<file path="src/rtl/nx_node_instr_store.sv">
// ---------------------------------------------------------------------------
// nx_node_instr_store
//
// Owns the single-port instruction RAM that sits upstream of nx_node_core.
// Instruction words from the message decoder are appended at a write pointer.
// Fetches from the core are arbitrated against those loads, so that the RAM
// sees at most one access per cycle. Loads win by default. A fetch that has
// lost too many cycles in a row is then force-granted. Fetched words are
// registered and held until the next accepted fetch returns. The write
// pointer doubles as the populated-instruction count for the core.
//
// Ports:
//   i_clk, i_rst        clock, asynchronous active-high reset
//   i_clear             pulse: discard program (pointer, count, overflow -> 0)
//   i_load_valid/data   instruction word offered for append
//   o_load_ready        load accepted this cycle (valid && ready)
//   o_load_overflow     sticky: load offered while RAM full
//   i_instr_addr/rd_en  core fetch request
//   o_instr_rd_data     fetched word, held between returning reads
//   o_instr_stall       fetch not accepted this cycle
//   o_populated         instructions loaded (zero-extended/truncated count)
//   o_ram_*             RAM command interface (address, write, read strobe)
//   i_ram_rd_data       RAM read data, valid 1 cycle after o_ram_rd_en
// ---------------------------------------------------------------------------
module nx_node_instr_store #(
    parameter int RAM_ADDR_W       = 10,
    parameter int RAM_DATA_W       = 32,
    parameter int STARVE_LIMIT     = 4,
    parameter int NODE_PARAM_WIDTH = 16
) (
    input  logic                        i_clk,
    input  logic                        i_rst,
    input  logic                        i_clear,
    input  logic                        i_load_valid,
    input  logic [RAM_DATA_W-1:0]       i_load_data,
    output logic                        o_load_ready,
    output logic                        o_load_overflow,
    input  logic [RAM_ADDR_W-1:0]       i_instr_addr,
    input  logic                        i_instr_rd_en,
    output logic [RAM_DATA_W-1:0]       o_instr_rd_data,
    output logic                        o_instr_stall,
    output logic [NODE_PARAM_WIDTH-1:0] o_populated,
    output logic [RAM_ADDR_W-1:0]       o_ram_addr,
    output logic                        o_ram_wr_en,
    output logic [RAM_DATA_W-1:0]       o_ram_wr_data,
    output logic                        o_ram_rd_en,
    input  logic [RAM_DATA_W-1:0]       i_ram_rd_data
);

    // The pointer is one bit wider than the address so that a completely
    // full RAM (2^RAM_ADDR_W words) can be told apart from an empty one.
    localparam int PTR_W = RAM_ADDR_W + 1;
    localparam int CNT_W = $clog2(STARVE_LIMIT + 1);
    localparam logic [PTR_W-1:0] DEPTH = {1'b1, {RAM_ADDR_W{1'b0}}};
    localparam logic [CNT_W-1:0] LIMIT = CNT_W'(STARVE_LIMIT);

    logic [PTR_W-1:0]      r_wr_ptr;
    logic                  r_overflow;
    logic [CNT_W-1:0]      r_starve_cnt;
    logic                  r_rd_pending;
    logic [RAM_DATA_W-1:0] r_rd_data;

    logic w_full;
    logic w_starve_ok;
    logic w_load_go;
    logic w_fetch_go;

    // Arbitration. A load yields only to a fetch that has already been
    // stalled STARVE_LIMIT cycles in a row. A clear blocks loads in its own
    // cycle, so that no word lands in the program that is being discarded.
    always_comb begin
        w_full      = (r_wr_ptr == DEPTH);
        w_starve_ok = (r_starve_cnt < LIMIT);
        w_load_go   = i_load_valid && !w_full && !i_clear &&
                      (!i_instr_rd_en || w_starve_ok);
        w_fetch_go  = i_instr_rd_en && !w_load_go;
    end

    // RAM command mux. The write-data bus is zeroed when no load is
    // granted, so that a stale word is never presented to the RAM.
    always_comb begin
        o_ram_wr_en   = w_load_go;
        o_ram_rd_en   = w_fetch_go;
        o_ram_wr_data = w_load_go ? i_load_data : '0;
        o_ram_addr    = w_load_go ? r_wr_ptr[RAM_ADDR_W-1:0] : i_instr_addr;
        o_load_ready  = w_load_go;
        o_instr_stall = i_instr_rd_en && !w_fetch_go;
    end

    // Write pointer and sticky overflow flag. A clear has priority over a
    // same-cycle overflow attempt, so that the flag always comes back to 0
    // after a clear.
    always_ff @(posedge i_clk or posedge i_rst) begin
        if (i_rst) begin
            r_wr_ptr   <= '0;
            r_overflow <= 1'b0;
        end else if (i_clear) begin
            r_wr_ptr   <= '0;
            r_overflow <= 1'b0;
        end else begin
            if (w_load_go) begin
                r_wr_ptr <= r_wr_ptr + PTR_W'(1);
            end
            if (i_load_valid && w_full) begin
                r_overflow <= 1'b1;
            end
        end
    end

    // Starvation counter. It counts consecutive stalled-fetch cycles and
    // saturates at the limit. Any gap in the request, or a granted fetch,
    // restarts the count.
    always_ff @(posedge i_clk or posedge i_rst) begin
        if (i_rst) begin
            r_starve_cnt <= '0;
        end else if (!i_instr_rd_en || w_fetch_go) begin
            r_starve_cnt <= '0;
        end else if (w_starve_ok) begin
            r_starve_cnt <= r_starve_cnt + CNT_W'(1);
        end
    end

    // Read return path. The RAM answers one cycle after the strobe. The
    // word is captured a cycle later and then held, so that the core sees
    // stable data between fetches. Reset drops any read still in flight.
    always_ff @(posedge i_clk or posedge i_rst) begin
        if (i_rst) begin
            r_rd_pending <= 1'b0;
            r_rd_data    <= '0;
        end else begin
            r_rd_pending <= w_fetch_go;
            if (r_rd_pending) begin
                r_rd_data <= i_ram_rd_data;
            end
        end
    end

    assign o_instr_rd_data = r_rd_data;
    assign o_load_overflow = r_overflow;

    // The populated count is presented at the node-parameter width. It is
    // zero-extended when that width is wider than the pointer, and
    // truncated when it is narrower.
    generate
        if (NODE_PARAM_WIDTH > PTR_W) begin : g_pop_ext
            assign o_populated = {{(NODE_PARAM_WIDTH - PTR_W){1'b0}}, r_wr_ptr};
        end else begin : g_pop_trunc
            assign o_populated = r_wr_ptr[NODE_PARAM_WIDTH-1:0];
        end
    endgenerate

endmodule

</file>
<file path="config.mk">
export PLATFORM = sky130hd
export DESIGN_NAME = nx_node_instr_store
export DESIGN_NICKNAME = d
export VERILOG_FILES = /design/src/rtl/nx_node_instr_store.sv
export SDC_FILE = /design/constraint.sdc
export NUM_CORES = 1
export LEC_CHECK = 0
export ABC_CLOCK_PERIOD_IN_PS = 3200
export CORE_MARGIN = 3
export CORE_UTILIZATION = 66
export DETAILED_ROUTE_END_ITERATION = 8
export DONT_BUFFER_PORTS = 1
export GPL_ROUTABILITY_DRIVEN = 0
export MAX_ROUTING_LAYER = met4
export PLACE_DENSITY_LB_ADDON = 0.1
export SKIP_CTS_REPAIR_TIMING = 1
export SYNTH_ARGS = -nofsm -noshare
export SYNTH_HDL_FRONTEND = slang
export SYNTH_SLANG_ARGS = --single-unit
</file>
<file path="constraint.sdc">
create_clock -name i_clk -period 3.2 [get_ports i_clk]
set_clock_uncertainty 0.15 [all_clocks]
set_input_delay 0.16 -clock i_clk [delete_from_list [all_inputs] [get_ports i_clk]]
set_output_delay 0.16 -clock i_clk [all_outputs]
set_load 0.05 [all_outputs]
</file>
==> results of run 1 <==
-- cells in the mapped netlist --
cell / number
dfrtp_1: 48
mux2i_1: 1
nand4bb_1: 1
nand2_1: 3
mux2_4: 5
nand2b_4: 1
a21oi_1: 4
o21ai_0: 2
nand3_1: 3
a22o_1: 4
xnor2_1: 3
nor3_1: 3
nand2b_1: 1
ha_1: 3
buf_1: 3
or3_1: 2
buf_6: 4
clkbuf_1: 2
buf_4: 6
and2_4: 28
nor2_2: 1
a21boi_1: 1
conb_1: 1
nor3b_1: 1
xor2_1: 4
nor2_1: 9
nand4_1: 3
buf_12: 1
and2_1: 7
mux2_2: 33
and4_1: 3
and3_1: 1
nand3b_1: 1
inv_4: 1
a21bo_2: 1
inv_1: 3
nor4_1: 2
-- where the power goes --
part           switching (mW)  total (mW)  internal, mW
registers               0.248       0.907         0.659
clock network           0.203       0.360         0.157
logic                   0.187       0.305         0.118
total                   0.638        1.57         0.934
-- path summary, 6_finish.rpt --
| kind | slack (ns) | cells past startpoint | end | startpoint |
|---|---|---|---|---|
| max reg2reg | 0.83 | 5 | r_rd_pending | r_wr_ptr[7] |
| min reg2reg | 0.32 | 1 | r_starve_cnt[0] | r_starve_cnt[0] |
| max | 0.49 | 7 | o_ram_wr_data[1] | r_wr_ptr[1] |
| min in group asynchronous | 0.38 | 2 | o_instr_rd_data[15] | i_rst |
| min | -0.0004 | 3 | r_wr_ptr[10] | i_clear |
| max in group asynchronous | 1.95 | 2 | r_wr_ptr[0] | i_rst |
-- through the flow --
stage	worst slack, ns	total power [mW]	utilization [%]	std cells	area, µm²
3_5_place_dp	0.823	1.18	72.8	247	2520
2_1_floorplan	0.822	1.15	-	204	2500
5_1_grt	0.268	1.63	85.8	291	2980
4_1_cts	0.486	1.53	75.4	255	2620
3_3_place_gp	0.899	1.17	72.8	247	2520
6_report	0.492	1.57	85.8	291	2980
-- sequential cells by signal (all words and copies together) (netlist names) --
name,flops
r_rd_pending,1
o_instr_rd_data,32
r_wr_ptr,11
o_load_overflow,1
r_starve_cnt,3
-- area by class of cell --
type	instances	share of cell area [%]
repair buffers	49	15.4
well taps	46	1.93
multi-input cells	136	38.6
flip-flops and latches	48	40.4
inverters	4	0.589
clock inverters	3	0.757
clock buffers	5	2.31
-- kinds of logic after synthesis --
| family | Yosys count | share of synthesized area, % |
|---|---|---|
| compound gates | 12 | 3.33 |
| xor+xnor | 7 | 2.47 |
| fa+ha+maj | 3 | 1.51 |
| buf+inv | 20 | 5.90 |
| flops | 48 | 48.4 |
| mux | 39 | 18.4 |
| other cells | 1 | 0.151 |
| simple gates | 70 | 19.9 |
-- critical path, cell delays in order, from the launching register on --
cell and delay, ns:
dfrtp_1 0.34, buf_4 0.23, inv_1 0.07, ha_1 0.17
and4_1 0.23, nand2b_4 0.27, inv_4 0.28, and2_1 0.50
-- routing by layer --
layer / vias to the layer above / wire length (µm) / part of all wire (%)
met1: 850 / 2230 / 34
met4: 0 / 142 / 2.1
met5: - / 0 / 0
met3: 14 / 620 / 9.4
li1: 757 / - / -
met2: 109 / 3640 / 55
==> results.json, run 1 <==
{
  "hold_ws_ns": -0.000417,
  "fp.dieH_um": 67.3,
  "cp.required_ns": 2.89,
  "max_slew_margin_pct": 15.2,
  "worst_pin_slew_ns": 1.27,
  "fmax_mhz": 369,
  "ios": 174,
  "hold_path_class": "input pin to flop",
  "synth_area_um2": 2480,
  "fin_crit_sh_pct": 84.6,
  "cp.arrival_ns": 2.40,
  "path_clk_slew_ns": 0.09,
  "num_rows": 21,
  "crit_type": "flop to primary output",
  "multiInputGateArea_um2": 1150,
  "grt_pass1_vias": 1491,
  "drv_cap": 0,
  "setup_viol": 0,
  "die_x_um": 67.3,
  "wire_per_inst_um": 22.8,
  "crit_fanout": 34,
  "rsz0062_at_grt": "false",
  "met3_usage_pct": 6.66,
  "worstSetupStartpointType": "flop",
  "remaining_drc_errors": 0,
  "drive_gt1_share_pct": 37.6,
  "drt_pass1_iterations": 4,
  "die_area_um2": 4530,
  "nets": 326,
  "routed_via_density": 5.95,
  "mostFrequentLayoutCells": "48 x dfrtp_1, 36 x dlygate4sd3_1, 33 x mux2_2",
  "synth_seq_area_share_pct": 48.4,
  "avgSynthCellArea_um2": 12.4,
  "core_um2": 3470,
  "num-fill-cells": 167,
  "antenna-diode-count": 0,
  "overflow": 0,
  "netlist.area_leader.share_pct": 48.4,
  "power.density_nw_per_um2": 528,
  "grtUsageMet2_pct": 41.7,
  "final_common_cell": "dfrtp_1",
  "peakVddDrop_mv": 0.454,
  "cts_inserted_buffers": 5,
  "violations": "negative hold slack",
  "p_leak_nw": 1.36,
  "synth.largest_area_cell": "dfrtp_1",
  "synthToLayoutAreaGrowth_pct": 19.9,
  "synthCells": 200,
  "antenna_found_initial": 0,
  "dpl.hpwl_um": 4290,
  "cts_sinks": 48,
  "drtIter0Drc": 105,
  "cts_tree": "done",
  "yosys_warnings": 0,
  "synth.distinct_cells": 37,
  "clockBufferDepth": 2,
  "grt_start_max_net_pins": 49,
  "slew_viol_final": 0,
  "initial_core_util_pct": 71.6,
  "cts_max_level": 2,
  "hold_viol_final": 1,
  "grtUsageTotal_pct": 24.4,
  "io_buffers": 0,
  "run_status": "complete, but fails checks",
  "clk_latency_ns": 0.29,
  "use_met1_pct": 27.1,
  "grt_pass1_wl_um": 7760,
  "cp-end-kind": "primary output",
  "yosys_register_bits": 48,
  "fin_tns_setup_ns": 0,
  "regArea_um2": 1200,
  "root_buffer": "clkbuf_8",
  "top_usage_layer": "met2",
  "finalWirelength_um": 6630,
  "vias": 1730,
  "post-route-min-period_ns": 2.71,
  "synthTopCellsByArea": "dfrtp_1 48%, mux2_2 15%, and2_4 9.9%",
  "ant_nets": 0
}
(Power assumes the default switching activity.)
==> run 2, diff against run 1 <==
ABC_CLOCK_PERIOD_IN_PS = 2400   (was 3200)
CORE_ASPECT_RATIO = 1.2   (was unset)
CORE_UTILIZATION = 57   (was 66)
clock period = 2.4 ns   (was 3.2 ns; I/O delays follow)
==> run 2 against run 1 <==
Largest power group unchanged; largest cell class unchanged; first-iteration DRC count grew 12%; global-route usage shrank 2.6 points; the flow now finishes without violations; utilization shrank 6.6 points; non-clock buffer count grew 15; critical endpoint is now o_ram_addr[0]; via count grew 0.17%; worst setup slack lost 0.35 ns; combinational power grew 49%.
==> results.json, run 2 (same netlist as run 1, synthesis figures left out) <==
{
  "max_stage_delay_ns": 0.39,
  "fin_tns_setup_ns": 0,
  "max_slew_margin_pct": 36.9,
  "root_buffer": "clkbuf_8",
  "worst_path_max_delay_cell": "dfrtp_1",
  "vias": 1733,
  "grt_pass1_wl_um": 8460,
  "cp-end-kind": "primary output",
  "nets": 341,
  "rr_worst_depth": 6,
  "crit_chain": "nor4_1 -> and4_1 -> nand2b_4 -> buf_4 -> mux2_4",
  "power.share.clock_pct": 23.7,
  "clockBufferDepth": 2,
  "finalWirelength_um": 6120,
  "routed_via_density": 5.52,
  "ant_nets": 0,
  "p_switching_mw": 0.851,
  "cts_max_level": 2,
  "grtUsageMet2_pct": 35.5,
  "clk_latency_ns": 0.30,
  "grt_pass1_vias": 1686,
  "path_clk_slew_ns": 0.08,
  "run_status": "finished, final reports clean",
  "mostFrequentLayoutCells": "48 x dfrtp_1, 36 x dlygate4sd3_1, 33 x mux2_2",
  "final_common_cell": "dfrtp_1",
  "swShare_pct": 39.4,
  "crit_type": "flop to primary output",
  "synthToLayoutAreaGrowth_pct": 29.7,
  "intPower_mw": 1.31,
  "cp-endpoint": "o_ram_addr[0]",
  "timing.rr.start": "r_wr_ptr[1]",
  "p_leak_nw": 1.47,
  "slew_viol_final": 0,
  "rsz0062_at_grt": "false",
  "cts_inserted_buffers": 5,
  "dpl.hpwl_um": 4410,
  "post-route-min-period_ns": 2.25,
  "p_seq_share_pct": 55.3,
  "path_buf_inv": 1,
  "grtUsageTotal_pct": 21.8,
  "fp.dieH_um": 78.3,
  "reg2reg_to": "r_wr_ptr[8]",
  "rrSetupSlack_ns": 0.60,
  "fin_ws_ns": 0.147,
  "crit_fanout": 9,
  "setup_viol": 0,
  "worst_pin_slew_ns": 0.946,
  "remaining_drc_errors": 0,
  "drive_gt1_share_pct": 41.2,
  "cp-startpoint": "r_wr_ptr[6]",
  "fin_crit_sh_pct": 93.9,
  "met3_usage_pct": 6.29,
  "pre_cts_ws_ns": 0.404,
  "combPwrFrac_pct": 21.0,
  "hold_viol_final": 0,
  "cts_sinks": 48,
  "largest_reg_flops": 32,
  "initial_core_util_pct": 61.0,
  "use_met1_pct": 26.1,
  "worstSetupStartpointType": "flop",
  "crit_cells": 5,
  "cp.arrival_ns": 1.98,
  "overflow": 0,
  "antenna_found_initial": 0,
  "cts_tree": "done",
  "drtIter0Drc": 118,
  "antenna-diode-count": 0,
  "die_area_um2": 5190,
  "ios": 174,
  "grt_start_max_net_pins": 49,
  "fmax_mhz": 444,
  "cp.required_ns": 2.13,
  "wire_per_inst_um": 19.5,
  "peakVddDrop_mv": 0.604,
  "top_usage_layer": "met2",
  "num_rows": 25,
  "power.total_mw": 2.16,
  "io_buffers": 0,
  "drt_pass1_iterations": 4,
  "die_x_um": 66.2,
  "crit_family": "simple AND/OR/NAND/NOR gates",
  "core_um2": 4070,
  "hold_path_class": "input pin to flop",
  "power.density_nw_per_um2": 672,
  "drv_cap": 0
}
[run 2: cell count changes in the layout (fill, tap and decap cells not counted)]
| cell | delta |
|---|---|
| clkbuf_8 | +1 |
| buf_4 | +6 |
| clkinv_2 | -1 |
| clkinv_4 | -1 |
| inv_6 | +1 |
| buf_12 | +9 |
[run 2: routing by layer]
layer  share of wire, %  vias up
met4               0.83        0
li1                   -      788
met3                9.7        7
met1                 38      835
met5                  0        -
met2                 51      103
[run 2: power groups by stage]
| stage | Clock, mW | Combinational, mW | Sequential [mW] |
|---|---|---|---|
| after CTS | 0.517 | 0.398 | 1.20 |
| after detailed placement | 0 | 0.400 | 1.21 |
| final | 0.513 | 0.453 | 1.20 |
| after global placement | 0 | 0.390 | 1.21 |
| after floorplan | 0 | 0.336 | 1.20 |
| after global routing | 0.569 | 0.479 | 1.21 |
[run 2: worst min-delay path by stage]
stage / from / end / slack, ns / cells after the start
finish: i_instr_rd_en / r_wr_ptr[1] / 0.01 / 3
global route: i_instr_rd_en / r_wr_ptr[1] / 0.03 / 3
CTS: i_clear / r_wr_ptr[0] / -0.28 / 1
detailed placement: i_clear / r_wr_ptr[0] / 0.04 / 1
global placement: i_clear / r_wr_ptr[1] / 0.04 / 1
floorplan: i_clear / r_wr_ptr[2] / 0.03 / 1
[run 2: final cells by class]
class / count / area, µm²
flip-flops and latches: 48 / 1200
fillers: 250 / 847
clock inverters: 2 / 17.5
inverters: 4 / 17.5
multi-input cells: 136 / 1150
well taps: 54 / 67.6
clock buffers: 6 / 82.6
repair buffers: 64 / 683
[run 2: per-stage QoR]
stage / instance area [µm²] / utilization, % / hold WS [ns] / cells
after floorplan: 2500 / - / 0.0331 / 204
after detailed placement: 2730 / 67.1 / 0.0393 / 266
final: 3220 / 79.2 / 0.0134 / 314
after global placement: 2730 / 67.1 / 0.0351 / 266
after global routing: 3220 / 79.2 / 0.0320 / 314
after CTS: 2830 / 69.6 / -0.277 / 274
[run 2: worst reg2reg max path: stages (launching register included)]
cell,delay [ns]
dfrtp_1,0.36
buf_4,0.23
ha_1,0.20
nand3_1,0.12
nor3b_1,0.39
xnor2_1,0.17
nor2_1,0.06
==> run 3, diff against run 2 <==
ABC_AREA = 1   (was unset)
SLEW_MARGIN = 20   (was unset)
==> run 3 against run 2 <==
Die area rose by 2.1%; design area rose by 10%; first-iteration DRC count rose by 30%; utilization rose by 7.2 points.
==> results.json, run 3 <==
{
  "vias": 2363,
  "grt_start_max_net_pins": 64,
  "synth_compound_area_share_pct": 2.66,
  "drtIter0Drc": 153,
  "power.share.clock_pct": 21.5,
  "hold_ws_ns": 0.217,
  "hold_path_class": "input pin to flop",
  "avgSynthCellArea_um2": 8.58,
  "max_slew_margin_pct": 35.6,
  "synthToLayoutAreaGrowth_pct": 39.5,
  "synthCells": 296,
  "cp.arrival_ns": 2.07,
  "crit_fanout": 16,
  "synth.largest_area_cell": "dfrtp_1",
  "initial_core_util_pct": 62.0,
  "yosys-mux-area-fraction_pct": 14.2,
  "p_switching_mw": 0.904,
  "p_leak_nw": 1.86,
  "worst_pin_slew_ns": 0.965,
  "synth.distinct_cells": 21,
  "die_area_um2": 5290,
  "place_area_um2": 3020,
  "remaining_drc_errors": 0,
  "yosys.area_share.xor_xnor_pct": 1.38,
  "crit_chain": "inv_1 -> ha_1 -> nand2_1 -> nor3_1 -> nand2_1 -> nand3_4 -> buf_12 -> nand2_1 -> o21ai_2 -> buf_4",
  "power.density_nw_per_um2": 616,
  "synth_area_um2": 2540,
  "reg2reg_to": "r_wr_ptr[9]",
  "ant_nets": 0,
  "synth_seq_area_share_pct": 47.3,
  "fmax_mhz": 428,
  "crit_type": "flop to primary output",
  "path_buf_inv": 3,
  "peakVddDrop_mv": 0.649,
  "netlist.area_leader.share_pct": 47.3,
  "overflow": 0,
  "cp-startpoint": "r_wr_ptr[1]",
  "ios": 174,
  "root_buffer": "clkbuf_8",
  "grt_pass1_vias": 1938,
  "fp.dieH_um": 79.1,
  "setup_viol": 0,
  "grt_pass1_wl_um": 9370,
  "worst_path_most_repeated_cell": "nand2_1",
  "max_stage_delay_ns": 0.38,
  "clockBufferDepth": 2,
  "synth-adder-area-share_pct": 1.48,
  "yosys_warnings": 0,
  "run_status": "finished, final reports clean",
  "num_rows": 25,
  "mostFrequentLayoutCells": "54 x nand2_1, 53 x buf_4, 48 x inv_1, 48 x dfrtp_1, 45 x nor2_1",
  "post-route-min-period_ns": 2.34,
  "clk_latency_ns": 0.30,
  "synth_top_family_by_area": "simple AND/OR/NAND/NOR gates",
  "synthTopCellsByCount": "54 x nand2_1, 49 x inv_1, 48 x dfrtp_1, 47 x nor2_1, 30 x mux2_2",
  "stdcell_area_um2": 3540,
  "hold_viol_final": 0,
  "pre_cts_ws_ns": 0.388,
  "final_common_cell": "nand2_1",
  "finalWirelength_um": 8320,
  "die_x_um": 66.9,
  "cp-endpoint": "o_ram_addr[1]",
  "cts_tree": "done",
  "routed_via_density": 5.36,
  "rr_worst_depth": 10,
  "swShare_pct": 41.5,
  "synth_top_flop_cell": "dfrtp_1",
  "timing.rr.start": "r_wr_ptr[6]",
  "power.total_mw": 2.18,
  "yosysMostFrequentCell": "nand2_1",
  "cts_inserted_buffers": 5,
  "synthTopCellsByArea": "dfrtp_1 47%, mux2_2 13%, nand2_1 8.0%",
  "cts_max_level": 2,
  "grtUsageTotal_pct": 24.5,
  "fin_crit_sh_pct": 97.3,
  "p_seq_share_pct": 55.0,
  "io_buffers": 0,
  "slew_viol_final": 0,
  "cp.required_ns": 2.13,
  "num-fill-cells": 233,
  "crit_family": "simple AND/OR/NAND/NOR gates",
  "worstSetupStartpointType": "flop",
  "drive_gt1_share_pct": 28.8,
  "regArea_um2": 1200,
  "worst_path_max_delay_cell": "dfrtp_1",
  "intPower_mw": 1.28,
  "crit_cells": 10,
  "largest_reg_flops": 32,
  "antenna_found_initial": 1,
  "dpl.hpwl_um": 5170,
  "drt_pass1_iterations": 4,
  "cts_sinks": 48,
  "path_clk_slew_ns": 0.09,
  "fin_ws_ns": 0.0648,
  "yosys_register_bits": 48,
  "combPwrFrac_pct": 23.5,
  "nets": 468,
  "rrSetupSlack_ns": 0.30,
  "wire_per_inst_um": 18.9,
  "yosys.area_share.simple_pct": 20.0,
  "cp-end-kind": "primary output",
  "multiInputGateArea_um2": 1070,
  "synth_edf_count": 0,
  "core_um2": 4100,
  "dp_cells": 393,
  "async_flop_share_pct": 100,
  "instances_no_fill": 441,
  "drv_cap": 0
}
[run 3: changes by cell type after synthesis, sizes merged, moves of 3 or more]
cell   change
a21oi      -4
xnor2      -3
nor2      +38
and2      -35
mux2       -6
buf        +3
nand3     +16
nand2     +51
o21ai     +10
a22o       -4
and4       -3
inv       +47
[run 3: tightest hold or removal path, stage by stage]
cell     delay [ns]
nand2_1        0.06
nand3_4        0.18
inv_4          0.13
nand2_1        0.09
nand2_1        0.05
[run 3: routing by layer]
| layer | track usage (%) | vias to the layer above | part of all wire, % |
|---|---|---|---|
| met5 | - | - | 0 |
| met4 | 8.32 | 0 | 3.9 |
| met3 | 8.91 | 26 | 10 |
| met2 | 42.2 | 143 | 55 |
| met1 | 25.6 | 1119 | 31 |
| li1 | - | 1075 | - |
[run 3: cell families after synthesis]
| logic type | count (synthesis) |
|---|---|
| other cells | 1 |
| fa+ha+maj | 3 |
| xor+xnor | 4 |
| mux | 32 |
| simple gates | 125 |
| buf+inv | 70 |
| flops | 48 |
| compound gates | 13 |
[run 3: per-stage QoR]
stage | setup TNS (ns) | utilization (%)
3_3_place_gp | 0 | 73.6
6_report | 0 | 86.4
4_1_cts | -0.00991 | 75.6
5_1_grt | -0.160 | 86.4
2_1_floorplan | -4.64 | -
3_5_place_dp | 0 | 73.6
[run 3: cell type report]
class	count	share of cell area [%]
timing repair buffer	98	26.2
multi-input combinational	182	30.1
inverter	51	5.48
clock inverter	2	0.353
clock buffer	5	1.94
antenna	1	0.0707
tap	54	1.91
sequential	48	33.9
[run 3: power by group through the flow]
stage               logic, mW  registers, mW  clock network [mW]
CTS                     0.446           1.19               0.463
finish                  0.512           1.20               0.469
floorplan               0.328           1.21                   0
detailed placement      0.444           1.21                   0
global route            0.541           1.21               0.513
global placement        0.437           1.21                   0
[run 3: worst min path at each step]
stage | cells past startpoint | endpoint | start | slack [ns]
after detailed placement | 1 | o_instr_rd_data[31] | i_ram_rd_data[31] | 0.11
final | 5 | r_wr_ptr[1] | i_instr_rd_en | 0.22
after global placement | 1 | o_instr_rd_data[31] | i_ram_rd_data[31] | 0.11
after CTS | 1 | o_instr_rd_data[14] | i_rst | -0.21
after global routing | 5 | r_wr_ptr[1] | i_instr_rd_en | 0.25
after floorplan | 1 | o_instr_rd_data[31] | i_ram_rd_data[31] | 0.10
